`src/rtl/uart_tx_arbiter.sv`:
```
// Round-robin scheduler sharing one UART byte transmitter among N_REQ
// byte producers. Multi-byte packets stay contiguous via a grant lock
// that is dropped if the owner stays silent for LOCK_TO clocks.
module uart_tx_arbiter #(
  parameter int          N_REQ      = 4,
  parameter logic [9:0]  GAP_CYCLES = 10'd0,
  parameter logic [19:0] LOCK_TO    = 20'd868000
) (
  input  logic               clk,
  input  logic               rst,
  input  logic [N_REQ-1:0]   req_vld,
  input  logic [8*N_REQ-1:0] req_data,
  input  logic [N_REQ-1:0]   req_last,
  output logic [N_REQ-1:0]   req_ack,
  input  logic               tx_ready,
  input  logic               tx_done,
  output logic               tx_start,
  output logic [7:0]         tx_data,
  output logic [N_REQ-1:0]   grant,
  output logic               locked,
  output logic               busy
);

  localparam int PW = (N_REQ > 1) ? $clog2(N_REQ) : 1;

  typedef enum logic [1:0] {
    S_IDLE  = 2'd0,
    S_ISSUE = 2'd1,
    S_WAIT  = 2'd2,
    S_GAP   = 2'd3
  } state_t;

  state_t             r_state;
  logic [PW-1:0]      r_ptr;
  logic [19:0]        r_lock_cnt;
  logic [9:0]         r_gap_cnt;
  logic [N_REQ-1:0]   r_grant;
  logic               r_locked;
  logic               r_busy;
  logic               r_tx_start;
  logic [7:0]         r_tx_data;
  logic [N_REQ-1:0]   r_req_ack;

  // Candidate requester indices in search order: ptr+1, ptr+2, ... mod N_REQ
  logic [PW-1:0]      w_cand [N_REQ];

  generate
    for (genvar gi = 0; gi < N_REQ; gi++) begin : g_cand
      logic [PW:0] w_sum;
      assign w_sum       = {1'b0, r_ptr} + (PW+1)'(gi + 1);
      assign w_cand[gi]  = (w_sum >= (PW+1)'(N_REQ)) ? PW'(w_sum - (PW+1)'(N_REQ))
                                                      : w_sum[PW-1:0];
    end
  endgenerate

  logic [PW-1:0]      w_win;
  logic               w_any;

  // Round-robin pick: lowest search offset with a valid request wins
  always_comb begin
    w_any = 1'b0;
    w_win = r_ptr;
    for (int k = N_REQ - 1; k >= 0; k--) begin
      if (req_vld[w_cand[k]]) begin
        w_any = 1'b1;
        w_win = w_cand[k];
      end
    end
  end

  // While locked only the owner (held in r_ptr) may be served
  logic [PW-1:0]      w_sel;
  logic               w_sel_vld;
  logic [7:0]         w_sel_data;
  logic [N_REQ-1:0]   w_sel_onehot;

  assign w_sel        = r_locked ? r_ptr : w_win;
  assign w_sel_vld    = r_locked ? req_vld[r_ptr] : w_any;
  assign w_sel_data   = req_data[{w_sel, 3'b000} +: 8];
  assign w_sel_onehot = {{(N_REQ-1){1'b0}}, 1'b1} << w_sel;

  // Main scheduler FSM with registered outputs
  always_ff @(posedge clk or posedge rst) begin
    if (rst) begin
      r_state    <= S_IDLE;
      r_ptr      <= PW'(N_REQ - 1);
      r_lock_cnt <= '0;
      r_gap_cnt  <= '0;
      r_grant    <= '0;
      r_locked   <= 1'b0;
      r_busy     <= 1'b0;
      r_tx_start <= 1'b0;
      r_tx_data  <= 8'h00;
      r_req_ack  <= '0;
    end else begin
      r_tx_start <= 1'b0;
      r_req_ack  <= '0;
      unique case (r_state)
        S_IDLE: begin
          if (w_sel_vld && tx_ready) begin
            r_tx_data  <= w_sel_data;
            r_grant    <= w_sel_onehot;
            r_ptr      <= w_sel;
            r_locked   <= ~req_last[w_sel];
            r_lock_cnt <= '0;
            r_tx_start <= 1'b1;
            r_req_ack  <= w_sel_onehot;
            r_busy     <= 1'b1;
            r_state    <= S_ISSUE;
          end else if (r_locked && !req_vld[r_ptr]) begin
            // Silent owner: drop the lock once the timeout expires
            if (r_lock_cnt == LOCK_TO - 20'd1) begin
              r_locked   <= 1'b0;
              r_grant    <= '0;
              r_lock_cnt <= '0;
            end else begin
              r_lock_cnt <= r_lock_cnt + 20'd1;
            end
          end
        end
        S_ISSUE: begin
          r_state <= S_WAIT;
        end
        S_WAIT: begin
          if (tx_done) begin
            if (GAP_CYCLES == 10'd0) begin
              r_state <= S_IDLE;
              r_busy  <= 1'b0;
              if (!r_locked) r_grant <= '0;
            end else begin
              r_state   <= S_GAP;
              r_gap_cnt <= '0;
            end
          end
        end
        S_GAP: begin
          if (r_gap_cnt == GAP_CYCLES - 10'd1) begin
            r_state <= S_IDLE;
            r_busy  <= 1'b0;
            if (!r_locked) r_grant <= '0;
          end else begin
            r_gap_cnt <= r_gap_cnt + 10'd1;
          end
        end
        default: begin
          r_state <= S_IDLE;
        end
      endcase
    end
  end

  assign req_ack  = r_req_ack;
  assign tx_start = r_tx_start;
  assign tx_data  = r_tx_data;
  assign grant    = r_grant;
  assign locked   = r_locked;
  assign busy     = r_busy;

endmodule

```
`config.mk`:
```
export PLATFORM = sky130hd
export DESIGN_NAME = uart_tx_arbiter
export DESIGN_NICKNAME = d
export VERILOG_FILES = /design/src/rtl/uart_tx_arbiter.sv
export SDC_FILE = /design/constraint.sdc
export NUM_CORES = 1
export LEC_CHECK = 0
export ABC_AREA = 0
export CORE_MARGIN = 1
export CORE_UTILIZATION = 47
export CTS_BUF_LIST = sky130_fd_sc_hd__clkbuf_16
export DETAILED_ROUTE_END_ITERATION = 10
export PLACE_DENSITY = 0.74
export SLEW_MARGIN = 10
export SYNTH_ARGS = -nofsm -noshare
export SYNTH_HDL_FRONTEND = slang
export SYNTH_SLANG_ARGS = --single-unit
```
`constraint.sdc`:
```
create_clock -name clk -period 2.35 [get_ports clk]
set_input_delay 0.5875 -clock clk [delete_from_list [all_inputs] [get_ports clk]]
set_output_delay 0.5875 -clock clk [all_outputs]
set_load 0.03 [all_outputs]
```
==> qor.txt <==
PLACED DESIGN
----------------------------------------------------------------------------------------------------
Pre-CTS setup slack                                                                        -0.457 ns
Placer Congestion                                                                              0.849
Port Buffer Count                                                                                 62
Detailed placement HPWL                                                                      6180 um

TIMING
----------------------------------------------------------------------------------------------------
Fin Clk Skew                                                                              0.00549 ns
Slew margin rel.                                                                               67.4%
Worst Max-Slew Pin Slew                                                                     0.485 ns
Total setup violations reported at the end of the flow                                             0
Final Hold Fails                                                                                   0
Share of the clock period used by the worst path after layout                                  97.1%
Worst Hold Margin                                                                           0.469 ns
Max Clk Rate                                                                                 438 MHz
Aggregate negative setup slack                                                                  0 ns
Final Critical Period                                                                        2.28 ns
RSZ-0062 raised after global routing                                                             yes
Max Slew Vio Count                                                                                 0
Worst Setup Slack, final                                                                   0.0679 ns

ROUTING
----------------------------------------------------------------------------------------------------
Total vias in the final route                                                                  3,155
Via-per-instance ratio                                                                          6.02
Number of detailed-route iterations in the first pass                                              7
Per-cell routed wire length                                                                  16.2 um
Routed Wire Length                                                                           8480 um
Detailed router's first-iteration violation count                                                201
Number of antenna-violating nets in the routed design                                              0
Remaining routing DRC violations                                                                   2

YOSYS
----------------------------------------------------------------------------------------------------
Seq/Total Area, Yosys                                                                          41.3%
Number of warning messages in the yosys log                                                        0
Predominant post-synthesis flop cell                                                         dfrtp_1
Top area cells in the synthesized netlist                                               dfrtp_1, nor2_1, or3_1
Post-synthesis cell area                                                                    3220 um2
Count of unique library cells instantiated by Yosys                                               54
Syn_nets                                                                                         393
Number of standard cells after synthesis                                                         347
Dominant cell type by area after synthesis                                                   dfrtp_1
Post-synthesis average cell area                                                            9.28 um2
Number of synthesized flops with an enable pin                                                     0
Yosys top cell area share                                                                      39.6%
Async S/R FF share, synth                                                                       100%
Yosys reg bits                                                                                    53

DIE
----------------------------------------------------------------------------------------------------
Initial Utilization                                                                            49.6%
Die height                                                                                   84.8 um
Number of placement rows                                                                          29
Die width                                                                                    84.8 um
Number of top-level design ports                                                                  63
Die outline area                                                                            7190 um2
Standard cell core area                                                                     6490 um2

GLOBAL ROUTING
----------------------------------------------------------------------------------------------------
Global route overflow                                                                              0
Vias in the first global route                                                                 2,937
Initial antenna violation count                                                                    0
Global-route wire length before repair                                                     14,300 um
Overall global routing resource usage                                                          25.0%
Pin count of the biggest net entering global routing                                              24

OUTCOME
----------------------------------------------------------------------------------------------------
Failing checks                                                                          design-rule violations
Result of the run                                                                       finished, violations left

PWR
----------------------------------------------------------------------------------------------------
Worst supply voltage drop on vdd                                                            0.722 mV
Power Density                                                                            1140 nW/um2
Final Power                                                                                0.00511 W
Static power due to leakage                                                                  1.84 nW

WORST HOLD PATH
----------------------------------------------------------------------------------------------------
Type of the most critical hold path                                                     register to register

CTS
----------------------------------------------------------------------------------------------------
Sink count of the clock tree                                                                      53
Number of buffers on the longest clock path                                                        2
Hold-fix buffer count after cts                                                                    0
H-Tree Level Count                                                                                 2
Clock-pin slew reported for the worst setup and hold paths after clock tree synthesis        0.07 ns
Latest clock arrival within the worst-skew pair                                              0.29 ns
Clock tree from TritonCTS                                                                       done
Number of buffers added by the clock tree synthesis step                                           5
Root Buffer                                                                                clkbuf_16

FINAL LAYOUT
----------------------------------------------------------------------------------------------------
Fraction of layout instances using a drive strength above 1                                    20.4%
Number of antenna repair diodes                                                                    0
Layout net count                                                                                 492
Leading cell type in the layout, fill and taps excluded                                 clkdlybuf4s50_1
Leading cell types in the layout, fill and taps excluded                                clkdlybuf4s50_1, dfrtp_1, buf_4, nor2_1, nand2_1
Area growth from synthesis to layout                                                           38.7%

CRITICAL PATH
----------------------------------------------------------------------------------------------------
Critical path type                                                                      register to register
Category of the worst setup path capture point                                              register
Worst Path Arrival                                                                           2.46 ns
Required @ worst endpoint                                                                    2.53 ns
Startpoint Class                                                                            register
Largest driver fanout on the critical path                                                         5

RUN
----------------------------------------------------------------------------------------------------
Number of max-cap violations                                                                       0

cell usage after synthesis, drive strengths merged (9+ instances only):
| master | instances |
|---|---|
| a21oi | 17 |
| or3 | 16 |
| a2bb2oi | 9 |
| o211ai | 10 |
| dfrtp | 51 |
| o21ai | 18 |
| buf | 10 |
| inv | 14 |
| nand2 | 25 |
| xnor2 | 9 |
| nor2 | 31 |
| nand4 | 12 |
| o22ai | 12 |
metal layers:
layer,vias to the layer above,GRT usage (%),wire length [um]
li1,1525,-,-
met4,0,6.16,108
met5,-,0,0
met1,1524,35.2,3840
met2,96,40.9,4160
met3,10,3.24,373
area by class of cell:
cell class                 count  area, um2
fill                         513       2030
multi-input combinational    263       1810
sequential                    53       1330
timing repair buffer         109       1010
clock buffer                   5        125
tap                           77       96.3
inverter                      14       52.6
clock inverter                 3       37.5
critical path, cell delays in order (launching register included):
cell	delay, ns
dfstp_2	0.55
mux4_2	0.55
and2_4	0.17
a311o_2	0.44
buf_6	0.15
nand4_1	0.09
xor2_1	0.18
nor2_2	0.04
report_power, final:
group / internal (W) / switching [W]
Clock: 0.000496 / 0.000322
Sequential: 0.00116 / 0.000226
Combinational: 0.00138 / 0.00153
logic make-up (layout without fill, tap and decap cells):
family	after synthesis	in the layout	synth area share, %
flip-flops	53	53	41.3
buffers and inverters	32	131	4.90
XOR/XNOR	13	13	3.54
AND/OR/NAND/NOR	135	136	23.3
AO/OA/AOI/OAI	110	110	25.1
adder cells (fa/ha/maj)	2	2	0.777
multiplexers	2	2	1.05
path summary, 6_finish.rpt:
kind / startpoint / to / slack, ns / cells past startpoint
max reg2reg: r_ptr[0] / r_lock_cnt[15] / 0.07 / 7
min in group asynchronous: rst / req_ack[3] / 0.63 / 2
max in group asynchronous: rst / tx_data[1] / 1.19 / 3
min reg2reg: r_gap_cnt[4] / r_gap_cnt[4] / 0.47 / 1
min: r_gap_cnt[4] / r_gap_cnt[4] / 0.47 / 1
max: r_ptr[0] / r_lock_cnt[15] / 0.07 / 7
sequential cells by signal, summed over array words and instances, names as in the netlist:
register    cells
tx_start        1
tx_data         8
r_lock_cnt     20
r_ptr           2
busy            1
locked          1
r_state         2
grant           4
r_gap_cnt      10
req_ack         4
what timing repair did:
item / 4_1_cts / 5_1_grt
gates resized for setup: 20 / 5
pin swaps: 11 / 2
setup endpoints to repair: 25 / 13
buffers inserted: 1 / 0
gates cloned: 1 / 0
stage by stage:
step	instances	instance area (um2)	util, %
after floorplan	347	3220	-
after global placement	514	4220	65.0
after detailed placement	514	4220	65.0
after CTS	524	4450	68.4
after global routing	524	4470	68.8
final	524	4470	68.8
(Power assumes the default switching activity.)
